## config.mk

```make
export PLATFORM = sky130hd
export DESIGN_NAME = srm_controller
export DESIGN_NICKNAME = d
export VERILOG_FILES = /design/src/rtl/srm_controller.sv
export SDC_FILE = /design/constraint.sdc
export NUM_CORES = 1
export LEC_CHECK = 0
export ABC_AREA = 1
export CORE_UTILIZATION = 37
export DETAILED_ROUTE_END_ITERATION = 6
export PLACE_DENSITY = 0.79
export SLEW_MARGIN = 20
export SYNTH_ARGS = -nofsm -noshare
export SYNTH_HDL_FRONTEND = slang
export SYNTH_SLANG_ARGS = --single-unit
```

## constraint.sdc

```tcl
create_clock -name clk -period 1 [get_ports clk]
set_input_delay 0.2 -clock clk [delete_from_list [all_inputs] [get_ports clk]]
set_output_delay 0.2 -clock clk [all_outputs]
set_load 0.01 [all_outputs]
```

## src/rtl/srm_controller.sv

```systemverilog
// Multicycle Moore sequencer for the Simple RISC Machine datapath.
// Steps one latched instruction through read, execute and writeback.
module srm_controller #(
    parameter logic [2:0] OPC_ALU = 3'b101,
    parameter logic [2:0] OPC_MOV = 3'b110
) (
    input  logic       clk,
    input  logic       reset_n,
    input  logic       s,
    input  logic [2:0] opcode,
    input  logic [1:0] op,
    output logic       w,
    output logic [2:0] nsel,
    output logic [1:0] vsel,
    output logic       loada,
    output logic       loadb,
    output logic       loadc,
    output logic       loads,
    output logic       asel,
    output logic       bsel,
    output logic       write,
    output logic       illegal
);

    typedef enum logic [2:0] {
        S_WAIT     = 3'd0,
        S_DECODE   = 3'd1,
        S_WR_IMM   = 3'd2,
        S_GET_A    = 3'd3,
        S_GET_B    = 3'd4,
        S_EXEC     = 3'd5,
        S_EXEC_CMP = 3'd6,
        S_WR_REG   = 3'd7
    } state_e;

    state_e     state_q, state_d;
    logic [2:0] opcode_q, opcode_d;
    logic [1:0] op_q, op_d;

    logic is_mov_imm, is_mov_reg, is_mvn, is_alu2, is_cmp, is_legal;

    // Instruction class is decoded from the latched fields only
    always_comb begin
        is_mov_imm = (opcode_q == OPC_MOV) && (op_q == 2'b10);
        is_mov_reg = (opcode_q == OPC_MOV) && (op_q == 2'b00);
        is_mvn     = (opcode_q == OPC_ALU) && (op_q == 2'b11);
        is_alu2    = (opcode_q == OPC_ALU) && (op_q != 2'b11);
        is_cmp     = (opcode_q == OPC_ALU) && (op_q == 2'b01);
        is_legal   = is_mov_imm | is_mov_reg | is_mvn | is_alu2;
    end

    always_ff @(posedge clk or negedge reset_n) begin
        if (!reset_n) begin
            state_q  <= S_WAIT;
            opcode_q <= 3'b000;
            op_q     <= 2'b00;
        end else begin
            state_q  <= state_d;
            opcode_q <= opcode_d;
            op_q     <= op_d;
        end
    end

    always_comb begin
        state_d  = state_q;
        opcode_d = opcode_q;
        op_d     = op_q;
        unique case (state_q)
            S_WAIT: begin
                if (s) begin
                    state_d  = S_DECODE;
                    opcode_d = opcode;
                    op_d     = op;
                end
            end
            S_DECODE: begin
                if (is_mov_imm) begin
                    state_d = S_WR_IMM;
                end else if (is_mov_reg || is_mvn) begin
                    state_d = S_GET_B;
                end else if (is_alu2) begin
                    state_d = S_GET_A;
                end else begin
                    state_d = S_WAIT;
                end
            end
            S_WR_IMM:   state_d = S_WAIT;
            S_GET_A:    state_d = S_GET_B;
            S_GET_B:    state_d = is_cmp ? S_EXEC_CMP : S_EXEC;
            S_EXEC:     state_d = S_WR_REG;
            S_EXEC_CMP: state_d = S_WAIT;
            S_WR_REG:   state_d = S_WAIT;
            default:    state_d = S_WAIT;
        endcase
    end

    always_comb begin
        w       = 1'b0;
        nsel    = 3'b000;
        vsel    = 2'b00;
        loada   = 1'b0;
        loadb   = 1'b0;
        loadc   = 1'b0;
        loads   = 1'b0;
        asel    = 1'b0;
        bsel    = 1'b0;
        write   = 1'b0;
        illegal = 1'b0;
        unique case (state_q)
            S_WAIT:   w = 1'b1;
            S_DECODE: illegal = !is_legal;
            S_WR_IMM: begin
                nsel  = 3'b100;
                vsel  = 2'b01;
                write = 1'b1;
            end
            S_GET_A: begin
                nsel  = 3'b100;
                loada = 1'b1;
            end
            S_GET_B: begin
                nsel  = 3'b001;
                loadb = 1'b1;
            end
            S_EXEC: begin
                loadc = 1'b1;
                asel  = is_mov_reg;
            end
            S_EXEC_CMP: loads = 1'b1;
            S_WR_REG: begin
                nsel  = 3'b010;
                write = 1'b1;
            end
            default: w = 1'b0;
        endcase
    end

endmodule

```

# Yosys cells after proc, flatten, opt, wreduce, memory -nomap -nowiden

Index checks and enable logic that the tools add are counted.

Add/subtract/negate cells: 0
Multiply operators: 0
Divide/modulo/power cells: 0
$lt $le $gt $ge: 0
Eq/ne operators: 14
Shift operators: 0
Mux-type cells: 16
Bitwise logic cells: 3
Reductions and logical operators: 13

Operators with widths:

| kind                                                                   | count |
|---|---|
| 3-bit equality test (second input constant)                            | 6 |
| 3-bit case mux with 6 select lines                                     | 1 |
| 1-bit 2-to-1 mux                                                       | 9 |
| 3-bit 2-to-1 mux                                                       | 3 |
| 3-bit case mux with 3 select lines                                     | 1 |
| 3-bit by 2-bit equality test with 1-bit output (second input constant) | 2 |
| 1-bit logical AND                                                      | 5 |
| 2-bit equality test (second input constant)                            | 2 |
| 2-bit 2-to-1 mux                                                       | 2 |
| 2-bit inequality test (second input constant)                          | 2 |
| 2-bit OR reduction                                                     | 2 |
| 3-bit by 1-bit equality test with 1-bit output (second input constant) | 1 |
| 3-bit logical NOT                                                      | 1 |
| 1-bit OR                                                               | 3 |
| 3-bit OR reduction                                                     | 1 |
| 2-bit by 1-bit equality test with 1-bit output (second input constant) | 1 |
| 2-bit logical NOT                                                      | 1 |
| 2-bit AND reduction                                                    | 1 |
| 1-bit logical NOT                                                      | 1 |
| 1-bit logical OR                                                       | 1 |

Flip-flop bits (word level): 8
Bits in latches: 0
Memory bits (writable): 0
ROM bits: 0
Input bits: 8
Output and inout port bits: 14
Logic and storage cells: 49
Memories kept: 0

# Logic depth before layout (Yosys ltp)

Gate-level depths: netlist of run 1.

Depth after elaboration: 7
Gate-level depth with buffers: 6

# Least setup slack after synthesis of run 1

No wires, ideal clock.

Path type: flip-flop to output port
Start point: reg state_q[2]
End point: out nsel[0]
Arrival time: 1057 ps
Required time: 800 ps
Slack: -257 ps
Cell stages (with the launch flop): 4
Buffers on the path: 1
Cell sequence: dfrtp_1 inv_2 nor3_1 buf_4

Word-level cells in the longest chain between the ends: 3

Ends and longest elaborated chain:

| element                                        | RTL line | RTL |
|---|---|---|
| start, declared                                | 36       | `state_e state_q, state_d;` |
| start signal, assigned                         | 58       | `state_q <= state_d;` |
| 3-bit by 2-bit equality test with 1-bit output | 109      | `unique case (state_q)` |
| 2-bit OR reduction (no line)                   | --       |  |
| 3-bit case mux with 3 select lines (*)         | 109      |  |
| end, declared                                  | 13       | `output logic [2:0] nsel,` |

Every way passes the cells marked *; elsewhere a longest branch is shown, timed or not.

# Worst setup path after layout of run 1

Start point: reg state_q[1]
End point: out illegal

Word-level cells in the longest chain between the ends: 2

Ends and longest elaborated chain:

| element                                        | RTL line | RTL |
|---|---|---|
| 3-bit by 1-bit equality test with 1-bit output | 109      |  |
| 1-bit 2-to-1 mux                               | 109      |  |
| end, declared                                  | 22       | `output logic illegal` |

No other way between the ends.

==> flow_summary.yaml, run 1 <==
route:
  vias: 662
  drt-total-wl_mm: 1.62
  drc: 0
  vias_per_cell: 4.70
  drtIter0Drc: 9
  firstDrtPassIters: 4
  routedWlPerCell_um: 11.5
  drt.antenna.violating_nets: 0
min_path:
  hold_path.class: "primary input to async pin"
cts:
  cts_tree: "done"
  numClockSinks: 8
  cts-buffers-inserted: 3
  clk_latency_ns: 0.25
  hold_buffers: 0
  htreeDepth: 1
  cts_root_buffer: "clkbuf_4"
  clk_path_buf_depth: 2
  clk_pin_slew_ns: 0.06
global_routing:
  antenna_found_initial: 0
  track_usage_pct: 23.1
  grt_start_max_net_pins: 9
  grt_pass1_vias: 600
  grt_pass1_wl_mm: 2.43
  grt_overflow: 0
sta:
  post-route-period-util_pct: 149
  grt_setup_unrepaired: "true"
  max_clock_freq_mhz: 670
  tns_ns: -7.19
  fin_ws_ns: -0.493
  setup_viol: 20
  finalClockSkew_ns: 0.00928
  slew_violations: 0
  hold_violations: 0
  whs_ns: 0.234
  min_period_ns: 1.49
critical_path:
  critical_path_class: "flop to primary output"
  rr_worst_depth: 9
  slowest_delay_ns: 0.44
  timing.rr.start: "state_q[1]$_DFFE_PN0P_"
  crit_start: "state_q[1]$_DFFE_PN0P_"
  cp_num_buf_inv: 2
  cp.depth: 5
  startpoint_type: "flop"
  crit_arrival_ns: 1.29
  cp_max_fo: 4
  critical_path_required_ns: 0.80
  crit_chain: "buf_6 -> nor3_4 -> nand3_2 -> nor2_2 -> buf_2"
  cp_top_family: "flip-flops"
  slowest_stage: "dfrtp_2"
  cp-end-kind: "primary output"
synth:
  ys_top_cells_by_area: "dfrtp_1, nand2_1, nor2_1, inv_1, buf_4"
  synth_top_cell_area_share_pct: 36.8
  synth_top_cell_by_area: "dfrtp_1"
  ys_ff_latch: 8
  synth_area_per_cell_um2: 6.80
  ys_warn_count: 0
  synth_area_um2: 544
  netlist_instances: 80
  ys_types: 15
  ys_seq_area_share_pct: 36.8
placement:
  hpwl_um: 970
  port_buffers: 19
  place_congestion: 0.873
power_and_ir_drop:
  leakagePower_nw: 0.552
  p_per_area_mw_per_mm2: 3130
  vdd_drop_max_mv: 1.76
run_status:
  status: "finished, violations left"
  violations: "setup timing"
final_layout:
  postLayoutCoreUtil_pct: 79.8
  area_growth_pct: 95.6
  layout.area.seq_um2: 203
  nFillCells: 90
  final_nets: 135
  antenna_cells: 0
  multiInputGateArea_um2: 393
  drive_gt1_share_pct: 55.6
floorplanning:
  die_y_um: 40.4
  io-pin-count: 22
  start_util_pct: 40.8
  die_area_mm2: 0.00163
  core.rowCount: 13
  die_w_um: 40.4
  core_mm2: 0.00133
run:
  drv_cap: 0
report_power, final:
group | total [W] | leakage [nW] | switching (W) | internal (W)
combinational | 0.00240 | 0.440 | 0.00121 | 0.00119
clock | 0.000261 | 0.0150 | 0.000108 | 0.000152
sequential | 0.000666 | 0.0971 | 0.000177 | 0.000488
total | 0.00333 | 0.552 | 0.00150 | 0.00183
metrics by stage:
stage | area [um2] | setup slack, ns | total power [W] | instances
5_1_grt | 1060 | -0.575 | 0.00359 | 141
2_1_floorplan | 572 | -0.142 | 0.00156 | 81
3_3_place_gp | 848 | -0.539 | 0.00229 | 124
3_5_place_dp | 848 | -0.566 | 0.00234 | 124
4_1_cts | 963 | -0.517 | 0.00303 | 138
6_report | 1060 | -0.493 | 0.00333 | 141
routing by layer:
| layer | global-route usage, % | vias to the layer above | share of wire [%] |
|---|---|---|---|
| li1 | - | 334 | - |
| met1 | 22.7 | 301 | 35 |
| met2 | 46.0 | 23 | 60 |
| met3 | 1.67 | 4 | 3.9 |
| met4 | 12.5 | 0 | 0.62 |
| met5 | 0 | - | 0 |
sequential cells by signal, summed over array words and instances (netlist names):
name      flops
opcode_q      3
state_q       3
op_q          2
Yosys cell counts:
cell type and instances:
buf_4 3, nor2_8 1, conb_1 1, o21ai_1 3, o22ai_1 1, nor3_1 1
inv_1 7, nand2_1 30, inv_2 4, nor2_1 13, nand3_4 1, nor2_4 1
dfrtp_1 8, nor3_2 2, nand3_1 4
path summary, 6_finish.rpt:
kind                                           endpoint  slack [ns]
worst max register to register  opcode_q[2]$_DFFE_PN0P_       -0.38
worst min register to register  opcode_q[2]$_DFFE_PN0P_        0.54
min in group clk                    op_q[0]$_DFFE_PN0P_        0.49
worst min-delay path                op_q[0]$_DFFE_PN0P_        0.23
max in group asynchronous        state_q[1]$_DFFE_PN0P_        0.47
worst max-delay path                            illegal       -0.49
cell families after synthesis:
group	count (synthesis)	share of synthesized area, %
and+or+nand+nor	53	46.9
buffers and inverters	14	11.7
DFF	8	36.8
AOI/OAI and AO/OA	4	3.91
other	1	0.689
final cells by class:
cell class	count	area share, %
Timing Repair Buffer	43	34.3
Clock buffer	4	2.47
Sequential cell	8	19.0
Tap cell	15	1.76
Inverter	11	5.52
Multi-Input combinational cell	60	36.9
repair_timing:
action                                  in CTS  in global routing
setup buffers                               10                  4
endpoints found under the setup margin      20                 20
resized for setup                           67                 20
cloned                                       1                  0
pin swaps                                   10                  3
cell usage in the layout, fill, tap and decap left out:
| cell | instances |
|---|---|
| nand3_4 | 1 |
| buf_4 | 16 |
| nand3_1 | 2 |
| dfrtp_2 | 2 |
| nor2_1 | 7 |
| o21ai_1 | 2 |
| inv_1 | 5 |
| clkbuf_1 | 1 |
| nand2_1 | 24 |
| clkdlybuf4s50_1 | 7 |
| nand3_2 | 2 |
| nor2_4 | 4 |
| nor2_8 | 1 |
| o21ai_2 | 1 |
| buf_6 | 12 |
| nor2_2 | 4 |
| conb_1 | 2 |
| clkbuf_4 | 3 |
| nand2_8 | 1 |
| nor3_4 | 3 |
| inv_2 | 2 |
| buf_2 | 8 |
| nand2_2 | 5 |
| inv_6 | 1 |
| inv_4 | 2 |
| dfrtp_1 | 6 |
| inv_8 | 1 |
| o22ai_2 | 1 |
Power figures use the tool's default switching activity.
==> inputs of run 2 (changes only) <==
SKIP_CTS_REPAIR_TIMING = 1   (was default)
==> run 2 against run 1 <==
Net effect:
- the run still ends with setup timing left
- maximum frequency hardly changed
- first-iteration DRC count is 33% higher
- total power is 9.3% lower
- sequential cell count stayed put
- utilization is 7.6 points lower
- critical path type unchanged
- critical endpoint is now asel
- largest power group unchanged
- highest routed layer unchanged
==> flow_summary.yaml, run 2 (same netlist as run 1, synthesis figures left out) <==
final_layout:
  area_growth_pct: 77.0
  postLayoutCoreUtil_pct: 72.2
  design_area_um2: 963
  final_nets: 128
  antenna_cells: 0
  final_cells: 134
  mostFrequentLayoutCell: "nand2_1"
  drive_gt1_share_pct: 55.5
  final_cell_mix: "nand2_1, buf_4, buf_2"
  top_regs: "opcode_q x3, state_q x3, op_q x2"
sta:
  tns_ns: -6.21
  finalClockSkew_ns: 0.00898
  max_clock_freq_mhz: 670
  grt_setup_unrepaired: "true"
  fin_ws_ns: -0.493
  min_period_ns: 1.49
  setup_viol: 20
  hold_violations: 0
  post-route-period-util_pct: 149
  slew_violations: 0
placement:
  dp_cells: 124
  hpwl_um: 970
  placed_area_um2: 848
  port_buffers: 19
  place_congestion: 0.873
cts:
  clk_latency_ns: 0.25
  clk_pin_slew_ns: 0.06
  cts_root_buffer: "clkbuf_4"
  htreeDepth: 1
  cts-buffers-inserted: 3
  numClockSinks: 8
  cts_tree: "done"
  clk_path_buf_depth: 2
critical_path:
  critical_path_required_ns: 0.80
  crit_arrival_ns: 1.29
  cp-end-kind: "primary output"
  startpoint_type: "flop"
  cp_max_fo: 6
  critical_path_class: "flop to primary output"
run_status:
  status: "finished, violations left"
  violations: "setup timing"
global_routing:
  grt_pass1_wl_mm: 1.89
  antenna_found_initial: 0
  grt_start_max_net_pins: 10
  track_usage_pct: 18.0
  grt_pass1_vias: 499
  grt_overflow: 0
route:
  routed.top_layer: "met4"
  firstDrtPassIters: 4
  drc: 0
  drtIter0Drc: 12
  m1WireLength_um: 527
  vias: 632
  routedWlPerCell_um: 10.6
  drt.antenna.violating_nets: 0
  met2WireLength_um: 817
  dr_wl_met3_um: 70
  vias_per_cell: 4.72
  drt-total-wl_mm: 1.42
power_and_ir_drop:
  leakagePower_nw: 0.521
  vdd_drop_max_mv: 1.63
  p_per_area_mw_per_mm2: 3130
floorplanning:
  die_w_um: 40.4
  core_mm2: 0.00133
  io-pin-count: 22
  core.rowCount: 13
  die_y_um: 40.4
  start_util_pct: 40.8
  die_area_mm2: 0.00163
run:
  drv_cap: 0
min_path:
  hold_path.class: "primary input to async pin"
-- run 2: area by class of cell --
cell class | instances | area [um2]
multi-input combinational | 60 | 379
fill | 102 | 370
timing repair buffer | 36 | 283
sequential | 8 | 203
inverter | 11 | 53.8
clock buffer | 4 | 26.3
tap | 15 | 18.8
-- run 2: power breakdown --
| group | internal (W) | switching (W) | total, W |
|---|---|---|---|
| logic | 0.00101 | 0.00105 | 0.00207 |
| registers | 0.000488 | 0.000207 | 0.000695 |
| clock network | 0.000152 | 0.000106 | 0.000258 |
| total | 0.00165 | 0.00137 | 0.00302 |
-- run 2: path summary, 6_finish.rpt --
kind | start | endpoint | slack [ns] | cells past startpoint
worst max-delay path | state_q[2]$_DFFE_PN0P_ | asel | -0.49 | 6
worst min-delay path | reset_n | op_q[0]$_DFFE_PN0P_ | 0.23 | 1
worst max register to register | state_q[2]$_DFFE_PN0P_ | opcode_q[2]$_DFFE_PN0P_ | -0.35 | 8
worst min register to register | opcode_q[2]$_DFFE_PN0P_ | opcode_q[2]$_DFFE_PN0P_ | 0.55 | 2
max in group asynchronous | reset_n | state_q[1]$_DFFE_PN0P_ | 0.49 | 1
min in group clk | opcode[0] | opcode_q[0]$_DFFE_PN0P_ | 0.50 | 3
-- run 2: per-stage QoR --
| step | total power [W] | hold slack, ns | worst slack, ns |
|---|---|---|---|
| floorplan | 0.00156 | -0.0956 | -0.142 |
| global placement | 0.00229 | 0.499 | -0.539 |
| detailed placement | 0.00234 | 0.509 | -0.566 |
| CTS | 0.00262 | 0.225 | -0.858 |
| global route | 0.00326 | 0.238 | -0.556 |
| finish | 0.00302 | 0.226 | -0.493 |
-- run 2: metal layers --
metal  GRT usage (%)  vias up
li1                -      321
met1            17.8      286
met2            34.1       23
met3            1.67        2
met4            12.5        0
met5               0        -
-- run 2: worst max-delay path: stages (launching register included) --
cell     delay [ns]
dfrtp_2        0.48
buf_6          0.15
inv_8          0.04
nor2_4         0.09
nand2_2        0.07
nor2_2         0.08
buf_2          0.13
